==> src/rtl/collision_score_unit.sv <==
// collision_score_unit
//   Overlap detection between pacman, walls, coins and N monsters, with
//   one-shot event pulses (at most one per frame), hammer wall-break aiming
//   and rate limiting, and an N-digit saturating BCD score.
// Ports:
//   clk, resetN                   clock, async active-low reset
//   startOfFrame                  one-cycle frame-start pulse
//   drawing_request_*             per-pixel drawing requests from the VGA muxes
//   pacman_wall_collision_allert  pacman wall-probe pixel
//   breakWall_req                 hammer key level
//   pacmanTopLeftX/Y, pacmanFaceDirection  pacman pose (dir: 00 dn,01 rt,10 lt,11 up)
//   upScore, playGame             bonus event (+10), coin-scoring enable
//   pacmanCollision, monsterWallCollision   combinational overlaps
//   coinCollisionPulse, monsterPacmanPulse, monsterHitMask  per-frame events
//   breakWall_pulse_command, destroyWallPixelX/Y            hammer command + aim
//   score_digits, score_saturated                           BCD score

// One BCD digit of a ripple adder.
module bcd_digit_add (
   input  logic [3:0] a,
   input  logic [3:0] b,
   input  logic       ci,
   output logic [3:0] s,
   output logic       co
);
   logic [4:0] raw;
   logic [4:0] adj;
   assign raw = {1'b0, a} + {1'b0, b} + {4'b0, ci};
   assign adj = raw - 5'd10;
   assign co  = (raw > 5'd9);
   assign s   = co ? adj[3:0] : raw[3:0];
endmodule

module collision_score_unit #(
   parameter int N_MONSTERS             = 3,
   parameter int N_DIGITS               = 3,
   parameter int REACH                  = 16,
   parameter int PACMAN_W               = 32,
   parameter int PACMAN_H               = 32,
   parameter int HAMMER_COOLDOWN_FRAMES = 4
) (
   input  logic                    clk,
   input  logic                    resetN,
   input  logic                    startOfFrame,
   input  logic                    drawing_request_Pacman,
   input  logic                    drawing_request_Walls,
   input  logic                    pacman_wall_collision_allert,
   input  logic                    drawing_request_Coins,
   input  logic [N_MONSTERS-1:0]   drawing_request_Monsters,
   input  logic                    breakWall_req,
   input  logic [10:0]             pacmanTopLeftX,
   input  logic [10:0]             pacmanTopLeftY,
   input  logic [1:0]              pacmanFaceDirection,
   input  logic                    upScore,
   input  logic                    playGame,
   output logic                    pacmanCollision,
   output logic [N_MONSTERS-1:0]   monsterWallCollision,
   output logic                    coinCollisionPulse,
   output logic                    monsterPacmanPulse,
   output logic [N_MONSTERS-1:0]   monsterHitMask,
   output logic                    breakWall_pulse_command,
   output logic [10:0]             destroyWallPixelX,
   output logic [10:0]             destroyWallPixelY,
   output logic [4*N_DIGITS-1:0]   score_digits,
   output logic                    score_saturated
);
   localparam int CW = (HAMMER_COOLDOWN_FRAMES > 0) ? $clog2(HAMMER_COOLDOWN_FRAMES + 1) : 1;
   localparam logic [CW-1:0] COOL_LOAD = CW'(HAMMER_COOLDOWN_FRAMES);
   localparam logic [10:0]   R  = 11'(REACH);
   localparam logic [10:0]   PW = 11'(PACMAN_W);
   localparam logic [10:0]   PH = 11'(PACMAN_H);

   // ---------------- combinational overlaps ----------------
   assign pacmanCollision      = pacman_wall_collision_allert & drawing_request_Walls;
   assign monsterWallCollision = drawing_request_Monsters & {N_MONSTERS{drawing_request_Walls}};

   // ---------------- per-frame one-shots ----------------
   logic                  coin_flag, mon_flag;
   logic                  coin_fire, mon_fire;
   logic [N_MONSTERS-1:0] mon_hit;

   assign mon_hit = drawing_request_Monsters & {N_MONSTERS{drawing_request_Pacman}};
   // A hit coincident with startOfFrame belongs to the new frame, so the
   // stale flag is ignored in that cycle.
   assign coin_fire = drawing_request_Pacman & drawing_request_Coins & (~coin_flag | startOfFrame);
   assign mon_fire  = (|mon_hit) & (~mon_flag | startOfFrame);

   always_ff @(posedge clk or negedge resetN) begin
      if (!resetN) begin
         coin_flag          <= 1'b0;
         mon_flag           <= 1'b0;
         coinCollisionPulse <= 1'b0;
         monsterPacmanPulse <= 1'b0;
         monsterHitMask     <= '0;
      end else begin
         if (coin_fire)         coin_flag <= 1'b1;
         else if (startOfFrame) coin_flag <= 1'b0;
         if (mon_fire)          mon_flag  <= 1'b1;
         else if (startOfFrame) mon_flag  <= 1'b0;
         coinCollisionPulse <= coin_fire;
         monsterPacmanPulse <= mon_fire;
         if (mon_fire) monsterHitMask <= mon_hit;
      end
   end

   // ---------------- hammer ----------------
   logic          armed;
   logic [CW-1:0] cooldown;
   logic          brk_fire;

   // armed forces a key release between breaks; cooldown spaces them by frames.
   assign brk_fire = breakWall_req & armed & (cooldown == '0);

   always_ff @(posedge clk or negedge resetN) begin
      if (!resetN) begin
         armed                   <= 1'b1;
         cooldown                <= '0;
         breakWall_pulse_command <= 1'b0;
      end else begin
         breakWall_pulse_command <= brk_fire;
         if (brk_fire) begin
            armed    <= 1'b0;
            cooldown <= COOL_LOAD;
         end else begin
            if (!breakWall_req) armed <= 1'b1;
            if (startOfFrame && cooldown != '0) cooldown <= cooldown - 1'b1;
         end
      end
   end

   // ---------------- aim point (mod 2^11) ----------------
   logic [10:0] aim_x, aim_y;

   always_comb begin
      aim_x = pacmanTopLeftX + R;
      aim_y = pacmanTopLeftY + R;
      case (pacmanFaceDirection)
         2'b00: aim_y = pacmanTopLeftY + PH + R;
         2'b01: aim_x = pacmanTopLeftX + PW + R;
         2'b10: aim_x = pacmanTopLeftX - R;
         2'b11: aim_y = pacmanTopLeftY - R;
         default: ;
      endcase
   end

   always_ff @(posedge clk or negedge resetN) begin
      if (!resetN) begin
         destroyWallPixelX <= '0;
         destroyWallPixelY <= '0;
      end else begin
         destroyWallPixelX <= aim_x;
         destroyWallPixelY <= aim_y;
      end
   end

   // ---------------- BCD score ----------------
   logic [N_DIGITS-1:0][3:0] score_q, sum, addend;
   logic [N_DIGITS:0]        carry;

   // Coin adds to digit 0, bonus adds to digit 1; both in one ripple add.
   always_comb begin
      addend    = '0;
      addend[0] = {3'b0, coinCollisionPulse & playGame};
      addend[1] = {3'b0, upScore};
   end

   assign carry[0] = 1'b0;

   for (genvar i = 0; i < N_DIGITS; i++) begin : g_dig
      bcd_digit_add u_dig (
         .a  (score_q[i]),
         .b  (addend[i]),
         .ci (carry[i]),
         .s  (sum[i]),
         .co (carry[i+1])
      );
   end

   always_ff @(posedge clk or negedge resetN) begin
      if (!resetN)                score_q <= '0;
      else if (carry[N_DIGITS])   score_q <= {N_DIGITS{4'd9}};
      else                        score_q <= sum;
   end

   always_comb begin
      score_saturated = 1'b1;
      for (int i = 0; i < N_DIGITS; i++)
         if (score_q[i] != 4'd9) score_saturated = 1'b0;
   end

   assign score_digits = score_q;
endmodule
==> config.mk <==
export PLATFORM = sky130hd
export DESIGN_NAME = collision_score_unit
export DESIGN_NICKNAME = d
export VERILOG_FILES = /design/src/rtl/collision_score_unit.sv
export SDC_FILE = /design/constraint.sdc
export NUM_CORES = 1
export LEC_CHECK = 0
export BUFFER_PORTS_ARGS = -buffer_cell sky130_fd_sc_hd__buf_2
export CAP_MARGIN = 10
export CORE_MARGIN = 8
export CORE_UTILIZATION = 39
export CTS_CLUSTER_SIZE = 14
export DETAILED_ROUTE_END_ITERATION = 10
export PLACE_DENSITY = 0.62
export SYNTH_ARGS = -nofsm -noshare
export SYNTH_HDL_FRONTEND = slang
export SYNTH_HIERARCHICAL = 1
export SYNTH_SLANG_ARGS = --single-unit
export TNS_END_PERCENT = 1
==> constraint.sdc <==
create_clock -name clk -period 7.1 [get_ports clk]
set_input_delay 0 -clock clk [delete_from_list [all_inputs] [get_ports clk]]
set_output_delay 0 -clock clk [all_outputs]
set_load 0.01 [all_outputs]
# After elaboration in Yosys (flattened, before gate mapping)
# Cells that the tools add are included.
# op_classes
addsub,15
order_cmp,3
eq_ne,7
mux,15
bitwise,13
n_reduce_logical,8
# op_table
operator,n
adder 11 x 5 -> 11 bit (second input constant),4
one-hot mux 11 bit (2 select lines),2
adder 11 x 6 -> 11 bit (second input constant),2
subtractor 11 x 5 -> 11 bit (second input constant),2
adder 4 x 1 -> 5 bit,3
> comparator 5 x 4 -> 1 bit (second input constant),3
2-to-1 mux 12 bit,1
!= test 4 bit (second input constant),3
2-to-1 mux 1 bit,8
2-to-1 mux 4 bit,2
subtractor 4 bit (second input constant),2
bitwise AND 1 bit,7
bitwise AND 3 bit,2
2-to-1 mux 3 bit,2
nonzero test 2 bit,3
adder 5 x 1 -> 5 bit,1
== test 2 bit (second input constant),2
logical NOT 3 bit,1
nonzero test 3 bit,1
OR reduction 3 bit,1
subtractor 3 x 1 -> 3 bit (second input constant),1
== test 2 x 1 -> 1 bit (second input constant),1
logical NOT 2 bit,1
!= test 2 x 1 -> 1 bit (second input constant),1
3 further kinds,5
# totals
reg_bits,46
inputBits,37
out_inout_bits,45
word_cells,74

# Depth between registers and ports, before layout
# Gate-level depths: netlist of run 1.
# depth
ltp_word,8
ltp_mapped,21
depth_no_buf,21

# Cells and area by module
# The synthesis of run 1 kept the hierarchy.
# by_module_without_submodules
module,instances,cells_each,area_per_inst_um2,seq_area_each_um2
collision_score_unit,1,186,2026.9,1152.4
bcd_digit_add,3,22,211.5,0.0

# Worst setup path before layout of run 1
# Ideal clock, no wire load.
# synth_timing
path_kind,reg2reg
startpoint,reg coinCollisionPulse
endpoint,"reg score_q, in the netlist score_digits[0]"
setup_ns,0.065
arrival_time_ns,5.697
required_ns,7.035
setup_slack_ns,1.339
path_stages_with_launch,22
n_path_buf,1
synth_period_minus_slack_ns,5.761
cell_sequence,dfrtp_1 -> and2_1 -> fa_1 -> fa_1 -> xnor2_1 -> ha_1 -> a31o_1 -> o31ai_4 -> fa_1 -> fa_1 -> xnor2_1 -> ha_1 -> a31o_1 -> o31ai_4 -> fa_1 -> fa_1 -> xnor2_1 -> ha_1 -> a31o_1 -> o31ai_4 -> clkbuf_1 -> or2_1
# synth_lines
element,line_no,rtl
from (decl),58,"output logic coinCollisionPulse,"
from (signal assigned),100,coinCollisionPulse <= coin_fire;
to (signal assigned),181,else if (carry[N_DIGITS]) score_q <= {N_DIGITS{4'd9}};
to (signal assigned),182,else score_q <= sum;
to (decl),157,"logic [N_DIGITS-1:0][3:0] score_q, sum, addend;"

==> impl_metrics.env, run 1 <==
export IMPL_finalHoldViolations=0
export IMPL_yosysMostFrequentCell="dfrtp_1"
export IMPL_use_met1_pct=14.90
export IMPL_io_pins=82
export IMPL_use_met3_pct=3.735
export IMPL_grt_antenna_before_repair=0
export IMPL_setup_viol=0
export IMPL_synth_seq_cells=46
export IMPL_hold_depth=3
export IMPL_post_route_period_util_pct=88.39
export IMPL_grtUsageTotal_pct=13.45
export IMPL_finClkSkew_ns=0.004585
export IMPL_status="complete, no violations"
export IMPL_root_buffer="clkbuf_8"
export IMPL_initial_core_util_pct=39.83
export IMPL_grtUsageMet2_pct=23.91
export IMPL_hp_start="startOfFrame"
export IMPL_rsz0062_at_grt="false"
export IMPL_crit_fanout=14
export IMPL_gp_congestion=0.8128
export IMPL_cts_setup_buffers=0
export IMPL_grt_max_degree=47
export IMPL_grt_pass1_wl_mm=10.71
export IMPL_async_flop_share_pct=100.0
export IMPL_tightest_slew_ns=1.030
export IMPL_synth_warnings=6
export IMPL_powerDensity_nw_per_um2=296.0
export IMPL_drive_gt1_share_pct=25.86
export IMPL_wl_mm=6.350
export IMPL_setup_tns_ns=0
export IMPL_clockBufferDepth=2
export IMPL_critPathMaxStageDelay_ns=0.53
export IMPL_synth_cells=252
export IMPL_drt_pre_antenna_iters=4
export IMPL_grt_busiest_layer="met2"
export IMPL_rows=30
export IMPL_synth_area_leaders="dfrtp_1 (42%), ha_1 (8.5%), xnor2_1 (4.9%)"
export IMPL_vdd_ir_drop_max_mv=0.08601
export IMPL_antenna_left=0
export IMPL_dp_cells=422
export IMPL_fmax_mhz=159.3
export IMPL_cts_sinks=46
export IMPL_synth_main_ff_cell="dfrtp_1"
export IMPL_crit_top_cell="fa_1"
export IMPL_reg2reg_depth=21
export IMPL_final_core_utilization_pct=53.52
export IMPL_crit_type="reg2reg"
export IMPL_end_kind="register"
export IMPL_path_clk_slew_ns=0.09
export IMPL_p_leak_nw=1.732
export IMPL_synth_common_cells="dfrtp_1 (45), inv_1 (19), ha_1 (18), nand2_1 (18), a21oi_1 (16)"
export IMPL_regToRegStartpoint="coinCollisionPulse$_DFF_PN0_"
export IMPL_clock_latency_ns=0.29
export IMPL_dieArea_um2=9723
export IMPL_cts_tree="yes"
export IMPL_grt_overflow=0
export IMPL_netlist_area_leader_share_pct=42.31
export IMPL_cp_arrival_ns=6.50
export IMPL_area_growth_pct=34.37
export IMPL_drt_iter0_drc=62
export IMPL_relSlewSlack_pct=31.32
export IMPL_htree_levels=2
export IMPL_rrSetupSlack_ns=0.82
export IMPL_cts_made_buffers=5
export IMPL_die_y_um=98.61
export IMPL_core_um2=6681
export IMPL_path_cells="and2_1, fa_1, fa_1, xnor2_1, ha_1, a31o_1, o31ai_4, fa_1, fa_1, xnor2_1, ha_1, a31o_1, o31ai_4, fa_1, fa_1, xnor2_1, ha_1, a31o_1, o31ai_4, mux2i_1, nor2b_1"
export IMPL_holdWs_ns=0.01465
export IMPL_cp_required_ns=7.32
export IMPL_slowest_stage="o31ai_4"
export IMPL_drt_vias_per_instance=4.871
export IMPL_syn_area_um2=2661
export IMPL_r2r_end="score_digits[10]$_DFF_PN0_"
export IMPL_vias=2236
export IMPL_route_detailed_drc=0
export IMPL_nets=440
export IMPL_avgSynthCellArea_um2=10.56
export IMPL_synth_edff_count=0
export IMPL_synth_seq_area_share_pct=43.30
export IMPL_start_kind="register"
export IMPL_fp_dieW_um=98.61
export IMPL_yosys_cell_types_count=46
export IMPL_min_to="coinCollisionPulse$_DFF_PN0_"
export IMPL_fin_crit_ns=6.276
export IMPL_max_cap_violations=0
export IMPL_portBuffers=81
export IMPL_place_hpwl_mm=4.815
export IMPL_synth_top_area_cell="dfrtp_1"
export IMPL_diodes=0
export IMPL_slew_violations=0
export IMPL_instances_no_fill=459
export IMPL_hold_path_class="in2reg"
export IMPL_grt_pass1_vias=2297
export IMPL_drt_wirelength_per_cell_um=13.83
-- kinds of logic after synthesis --
group | synth area share, %
simple gates | 19.32
compound gates | 13.26
flops | 43.30
fa+ha+maj | 12.98
buf+inv | 3.573
xor+xnor | 5.924
mux | 1.505
other cells | 0.1409
-- final cells by class --
| type | count | area, µm² |
|---|---|---|
| multi-input combinational | 196 | 1463 |
| tap | 80 | 100.1 |
| timing repair buffer | 111 | 705.7 |
| inverter | 19 | 71.32 |
| fill | 616 | 3105 |
| clock buffer | 5 | 68.82 |
| sequential | 46 | 1152 |
| clock inverter | 2 | 15.01 |
-- placed cells by master, fill, tap and decap left out, types with 5 or more instances in the layout --
master / n
a21oi_1: 16
and2_1: 5
and3_1: 5
buf_2: 81
clkbuf_8: 5
conb_1: 14
dfrtp_1: 45
dlygate4sd3_1: 30
fa_1: 6
ha_1: 18
inv_1: 19
nand2_1: 18
nand2b_1: 8
nand3_1: 9
nor2_1: 8
nor2b_1: 12
nor4_1: 5
or2_1: 6
xnor2_1: 15
-- how the worst max path moves through the flow --
stage / end / slack, ns / startpoint
2_1_floorplan: score_digits[0]$_DFF_PN0_ / 1.34 / coinCollisionPulse$_DFF_PN0_
3_3_place_gp: score_digits[10]$_DFF_PN0_ / 1.03 / coinCollisionPulse$_DFF_PN0_
3_5_place_dp: score_digits[10]$_DFF_PN0_ / 0.82 / coinCollisionPulse$_DFF_PN0_
4_1_cts: score_digits[10]$_DFF_PN0_ / 0.76 / coinCollisionPulse$_DFF_PN0_
5_1_grt: score_digits[10]$_DFF_PN0_ / 0.39 / coinCollisionPulse$_DFF_PN0_
6_report: score_digits[10]$_DFF_PN0_ / 0.82 / coinCollisionPulse$_DFF_PN0_
-- sequential cells by signal, indices dropped and copies added (netlist names), 3 cells and up --
signal,flops
cooldown,3
score_digits,12
monsterHitMask,3
destroyWallPixelX,11
destroyWallPixelY,11
-- through the flow --
| step | power, mW | worst slack [ns] | cell area (µm²) |
|---|---|---|---|
| after floorplan | 0.7595 | 1.339 | 2710 |
| after global placement | 0.8905 | 1.028 | 3192 |
| after detailed placement | 0.9002 | 0.8156 | 3192 |
| after CTS | 1.074 | 0.7610 | 3576 |
| after global routing | 1.157 | 0.3879 | 3576 |
| final | 1.058 | 0.8243 | 3576 |
-- where the power goes --
| part | switching (mW) | total, mW | internal, mW |
|---|---|---|---|
| Combinational | 0.288 | 0.554 | 0.266 |
| Sequential | 0.0355 | 0.350 | 0.315 |
| Clock | 0.0866 | 0.154 | 0.0672 |
-- what timing repair did --
item                                    CTS  global route
endpoints found under the setup margin    0             0
hold buffers                             30             0
hold endpoints to repair                 72             0
gates resized for setup                   0             0
-- worst max-delay path, delay by kind of cell, from the launching register on --
kind	cells	cell delay, ns
XOR/XNOR	3	0.70
multiplexers	1	0.23
flip-flops	1	0.37
AO/OA/AOI/OAI	6	1.34
AND/OR/NAND/NOR	2	0.30
adder cells (fa/ha/maj)	9	3.25
-- routing by layer --
layer,routed length [µm],up-vias
li1,-,1124
met1,2667,1052
met2,3232,51
met3,344,9
met4,105,0
met5,0,-
Note: power is estimated with default switching activity, not from simulation.
==> run 2: changes to the inputs <==
Settings changed: REMOVE_ABC_BUFFERS from default to 1.
==> run 2 against run 1 <==
Maximum frequency shrank 2.4%. Hold slack gained 0.12 ns. Critical path depth is the same. Register-to-register slack lost 0.15 ns. Sequential power is essentially flat. Sequential cell count is the same. Critical path type unchanged. Critical endpoint unchanged.
==> impl_metrics.env, run 2 (synthesized netlist as in run 1, its figures left out) <==
export IMPL_status="complete, no violations"
export IMPL_dp_cells=422
export IMPL_drt_iter0_drc=34
export IMPL_drt_vias_per_instance=4.883
export IMPL_wl_mm=6.463
export IMPL_final_core_utilization_pct=53.93
export IMPL_end_kind="register"
export IMPL_grt_pass1_vias=2371
export IMPL_drive_gt1_share_pct=26.05
export IMPL_fillers=614
export IMPL_path_cells="and2_1, fa_1, fa_1, xnor2_1, ha_1, a31o_1, o31ai_4, fa_1, fa_1, xnor2_1, ha_1, a31o_1, o31ai_4, fa_1, fa_1, xnor2_1, ha_1, a31o_1, o31ai_4, mux2i_1, nor2b_1"
export IMPL_layout_cells_most_common_list="buf_2 (81), dfrtp_1 (45), dlygate4sd3_1 (30), inv_1 (19)"
export IMPL_clock_latency_ns=0.29
export IMPL_setup_tns_ns=0
export IMPL_tightest_slew_ns=1.029
export IMPL_route_detailed_drc=0
export IMPL_ctsResizeCount=0
export IMPL_cts_hold_buffers=30
export IMPL_setup_viol=0
export IMPL_slew_violations=0
export IMPL_root_buffer="clkbuf_8"
export IMPL_gp_congestion=0.7758
export IMPL_rsz0062_at_grt="false"
export IMPL_rows=30
export IMPL_grtUsageTotal_pct=14.25
export IMPL_path_clk_slew_ns=0.09
export IMPL_crit_type="reg2reg"
export IMPL_cts_made_buffers=5
export IMPL_p_leak_nw=1.756
export IMPL_max_cap_violations=0
export IMPL_start_kind="register"
export IMPL_cts_sinks=46
export IMPL_slowest_stage="o31ai_4"
export IMPL_r2r_end="score_digits[10]$_DFF_PN0_"
export IMPL_vias=2251
export IMPL_nets=440
export IMPL_core_um2=6681
export IMPL_initial_core_util_pct=39.83
export IMPL_cp_required_ns=7.32
export IMPL_critPathMaxStageDelay_ns=0.56
export IMPL_grt_antenna_before_repair=1
export IMPL_vdd_ir_drop_max_mv=0.1110
export IMPL_final_common_cell="buf_2"
export IMPL_drt_pre_antenna_iters=5
export IMPL_crit_buf_inv=0
export IMPL_cts_setup_buffers=0
export IMPL_crit_fanout=14
export IMPL_grt_max_degree=47
export IMPL_crit_family="adder cells"
export IMPL_post_route_period_util_pct=90.56
export IMPL_instances_no_fill=461
export IMPL_cts_tree="yes"
export IMPL_portBuffers=81
export IMPL_grt_overflow=0
export IMPL_min_to="destroyWallPixelY[5]$_DFF_PN0_"
export IMPL_grt_pass1_wl_mm=11.35
export IMPL_io_pins=82
export IMPL_reg2reg_depth=21
export IMPL_drt_wirelength_per_cell_um=14.02
export IMPL_relSlewSlack_pct=31.42
export IMPL_place_hpwl_mm=4.818
export IMPL_finClkSkew_ns=0.004317
export IMPL_fp_dieW_um=98.61
export IMPL_fmax_mhz=155.5
export IMPL_hold_depth=4
export IMPL_largest_reg_flops=12
export IMPL_die_y_um=98.61
export IMPL_rrSetupSlack_ns=0.67
export IMPL_hp_start="pacmanTopLeftY[5]"
export IMPL_regToRegStartpoint="coinCollisionPulse$_DFF_PN0_"
export IMPL_clockBufferDepth=2
export IMPL_dieArea_um2=9723
export IMPL_antenna_left=0
export IMPL_finalHoldViolations=0
export IMPL_htree_levels=2
export IMPL_hold_path_class="in2reg"
export IMPL_crit_top_cell="fa_1"
export IMPL_fin_crit_ns=6.430
export IMPL_powerDensity_nw_per_um2=305.8
export IMPL_area_growth_pct=35.40
export IMPL_cp_arrival_ns=6.65
==> run 2: changes by cell type in the layout (fill, tap and decap cells not counted) <==
cell and delta:
bufinv_16 +1, clkinv_2 +2, clkinvlp_4 -2, diode_2 +1
==> run 2: tightest hold or removal path: stages <==
cell and delay [ns]:
buf_2 0.14, inv_1 0.07, ha_1 0.11, a21oi_1 0.07
==> run 2: metal layers <==
layer / vias up / global-route usage (%) / wire [µm]
met2: 62 / 23.55 / 3153
met3: 11 / 5.779 / 516
met5: - / 0 / 0
met4: 0 / 5.431 / 133
met1: 1054 / 16.10 / 2660
li1: 1124 / - / -
==> run 2: worst max-delay path by stage <==
stage / end / cells past startpoint / start / slack, ns
6_report: score_digits[10]$_DFF_PN0_ / 21 / coinCollisionPulse$_DFF_PN0_ / 0.67
5_1_grt: score_digits[10]$_DFF_PN0_ / 21 / coinCollisionPulse$_DFF_PN0_ / 0.28
4_1_cts: score_digits[10]$_DFF_PN0_ / 21 / coinCollisionPulse$_DFF_PN0_ / 0.62
3_5_place_dp: score_digits[10]$_DFF_PN0_ / 21 / coinCollisionPulse$_DFF_PN0_ / 0.68
3_3_place_gp: score_digits[10]$_DFF_PN0_ / 21 / coinCollisionPulse$_DFF_PN0_ / 1.01
2_1_floorplan: score_digits[10]$_DFF_PN0_ / 21 / coinCollisionPulse$_DFF_PN0_ / 1.27
==> run 2: area by class of cell <==
type | count | area, µm² | area share (%)
Antenna cell | 1 | 2.502 | 0.06944
Clock buffer | 5 | 68.82 | 1.910
Clock inverter | 3 | 40.04 | 1.111
Inverter | 19 | 71.32 | 1.979
Multi-Input combinational cell | 196 | 1463 | 40.59
Sequential cell | 46 | 1152 | 31.98
Tap cell | 80 | 100.1 | 2.778
Timing Repair Buffer | 111 | 705.7 | 19.58
==> run 2: stage by stage <==
| step | instance area, µm² | hold WS, ns | power, mW | setup WS (ns) |
|---|---|---|---|---|
| after global routing | 3603 | 0.1367 | 1.205 | 0.2791 |
| after detailed placement | 3192 | 0.1098 | 0.9056 | 0.6805 |
| after floorplan | 2686 | -0.2956 | 0.7548 | 1.265 |
| after global placement | 3192 | 0.1085 | 0.8870 | 1.005 |
| final | 3603 | 0.1369 | 1.102 | 0.6702 |
| after CTS | 3601 | 0.1281 | 1.118 | 0.6188 |
==> run 2: power breakdown <==
| part | switching, mW | internal [mW] |
|---|---|---|
| clock network | 0.0870 | 0.104 |
| logic | 0.294 | 0.268 |
| registers | 0.0345 | 0.315 |
| total | 0.416 | 0.686 |
==> run 3: changes to the inputs <==
Clock period 7.1 ns to 7.6 ns, I/O delays scaled along.
==> run 3 against run 2 <==
Wire length down 0.70%. Sequential power down 6.3%. Clock power down 20%. Utilization down 0.24 points. Clock skew up 0.0030 ns. Global-route usage down 0.29 points. Count of clock-buffer cells in the layout up 1.
==> impl_metrics.env, run 3 (synthesized netlist as in run 1, its figures left out) <==
export IMPL_status="complete, no violations"
export IMPL_slowest_stage="o31ai_4"
export IMPL_tightest_slew_ns=1.030
export IMPL_rsz0062_at_grt="false"
export IMPL_route_detailed_drc=0
export IMPL_relSlewSlack_pct=31.33
export IMPL_die_y_um=98.61
export IMPL_grt_max_degree=47
export IMPL_setup_tns_ns=0
export IMPL_crit_fanout=14
export IMPL_slew_violations=0
export IMPL_crit_buf_inv=0
export IMPL_finClkSkew_ns=0.007351
export IMPL_drt_iter0_drc=46
export IMPL_diodes=0
export IMPL_drt_vias_per_instance=4.924
export IMPL_path_clk_slew_ns=0.09
export IMPL_cts_setup_buffers=0
export IMPL_start_kind="register"
export IMPL_grtUsageMet2_pct=24.02
export IMPL_core_um2=6681
export IMPL_nets=440
export IMPL_grt_overflow=0
export IMPL_htree_levels=2
export IMPL_cts_made_buffers=5
export IMPL_area_growth_pct=34.79
export IMPL_final_cell_area_um2=3587
export IMPL_finalHoldViolations=0
export IMPL_grt_pass1_vias=2412
export IMPL_antenna_left=0
export IMPL_hold_depth=4
export IMPL_path_cells="and2_1, fa_1, fa_1, xnor2_1, ha_1, a31o_1, o31ai_4, fa_1, fa_1, xnor2_1, ha_1, a31o_1, o31ai_4, fa_1, fa_1, xnor2_1, ha_1, a31o_1, o31ai_4, mux2i_1, nor2b_1"
export IMPL_final_common_cell="buf_2"
export IMPL_placed_cell_area_um2=3192
export IMPL_cp_required_ns=7.81
export IMPL_cts_sinks=46
export IMPL_portBuffers=81
export IMPL_rrSetupSlack_ns=1.19
export IMPL_fin_crit_ns=6.410
export IMPL_io_pins=82
export IMPL_holdWs_ns=0.1243
export IMPL_powerDensity_nw_per_um2=280.0
export IMPL_p_leak_nw=1.745
export IMPL_post_route_period_util_pct=84.34
export IMPL_grt_pass1_wl_mm=11.18
export IMPL_min_to="destroyWallPixelY[5]$_DFF_PN0_"
export IMPL_place_hpwl_mm=4.836
export IMPL_wl_mm=6.418
export IMPL_reg2reg_depth=21
export IMPL_regToRegStartpoint="coinCollisionPulse$_DFF_PN0_"
export IMPL_use_met1_pct=15.35
export IMPL_cts_tree="yes"
export IMPL_hold_path_class="in2reg"
export IMPL_crit_top_cell="fa_1"
export IMPL_grt_antenna_before_repair=0
export IMPL_fmax_mhz=156.0
export IMPL_layout_cells_most_common_list="buf_2 (81), dfrtp_1 (45), dlygate4sd3_1 (30), inv_1 (19)"
export IMPL_path_depth=21
export IMPL_clock_latency_ns=0.29
export IMPL_fp_dieW_um=98.61
export IMPL_max_cap_violations=0
export IMPL_largest_reg_flops=12
export IMPL_setup_viol=0
export IMPL_end_kind="register"
export IMPL_initial_core_util_pct=39.83
export IMPL_drt_pre_antenna_iters=4
export IMPL_drive_gt1_share_pct=26.05
export IMPL_critPathMaxStageDelay_ns=0.55
export IMPL_cp_arrival_ns=6.62
export IMPL_grtUsageTotal_pct=13.96
export IMPL_r2r_end="score_digits[10]$_DFF_PN0_"
export IMPL_clockBufferDepth=2
export IMPL_vdd_ir_drop_max_mv=0.09759
export IMPL_root_buffer="clkbuf_8"
export IMPL_use_met3_pct=5.638
export IMPL_rows=30
export IMPL_crit_type="reg2reg"
export IMPL_hp_start="pacmanTopLeftY[5]"
export IMPL_drt_wirelength_per_cell_um=13.95
export IMPL_vias=2265
export IMPL_grt_busiest_layer="met2"
export IMPL_crit_family="adder cells"
export IMPL_finalPower_mw=1.005
export IMPL_dieArea_um2=9723
export IMPL_gp_congestion=0.7716
run 3: cell types whose count changed in the layout (fill, tap and decap cells not counted), sizes merged:
cell,before,now
bufinv,1,0
clkinvlp,0,1
clkinv,2,1
diode,1,0
clkbuf,5,6
run 3: worst max path at each step:
stage	from	end	slack (ns)
after detailed placement	coinCollisionPulse$_DFF_PN0_	score_digits[10]$_DFF_PN0_	1.20
final	coinCollisionPulse$_DFF_PN0_	score_digits[10]$_DFF_PN0_	1.19
after CTS	coinCollisionPulse$_DFF_PN0_	score_digits[10]$_DFF_PN0_	1.14
after floorplan	coinCollisionPulse$_DFF_PN0_	score_digits[10]$_DFF_PN0_	1.77
after global routing	coinCollisionPulse$_DFF_PN0_	score_digits[10]$_DFF_PN0_	0.77
after global placement	coinCollisionPulse$_DFF_PN0_	score_digits[10]$_DFF_PN0_	1.50
run 3: where the power goes:
group	internal [mW]	switching [mW]	total, mW
logic	0.250	0.274	0.524
clock network	0.0732	0.0803	0.153
registers	0.294	0.0328	0.327
run 3: area by class of cell:
class	count	area [µm²]
fillers	608	3094
clock buffers	6	82.58
inverters	19	71.32
flip-flops and latches	46	1152
clock inverters	2	12.51
well taps	80	100.1
multi-input cells	196	1463
repair buffers	111	705.7
run 3: repair_timing:
action / in CTS / in global routing
hold buffers: 30 / 0
gates resized for setup: 0 / 0
hold endpoints to repair: 72 / 0
run 3: through the flow:
stage / cells / worst slack (ns) / utilization (%)
after floorplan: 261 / 1.765 / -
after global placement: 422 / 1.504 / 47.77
after detailed placement: 422 / 1.201 / 47.77
after CTS: 460 / 1.139 / 53.69
after global routing: 460 / 0.7723 / 53.69
final: 460 / 1.190 / 53.69
run 3: routing by layer:
| metal | vias to the layer above | part of all wire (%) |
|---|---|---|
| met4 | 0 | 1.2 |
| met3 | 4 | 7.6 |
| met1 | 1074 | 41 |
| li1 | 1123 | - |
| met2 | 64 | 50 |
| met5 | - | 0 |
run 3: worst register-to-register path: stages, from the launching register on:
cell	delay, ns
dfrtp_1	0.37
and2_1	0.17
fa_1	0.43
fa_1	0.43
xnor2_1	0.28
ha_1	0.25
a31o_1	0.18
o31ai_4	0.11
fa_1	0.44
fa_1	0.43
xnor2_1	0.28
ha_1	0.25
a31o_1	0.18
o31ai_4	0.11
fa_1	0.43
fa_1	0.42
xnor2_1	0.17
ha_1	0.24
a31o_1	0.24
o31ai_4	0.55
mux2i_1	0.23
nor2b_1	0.15
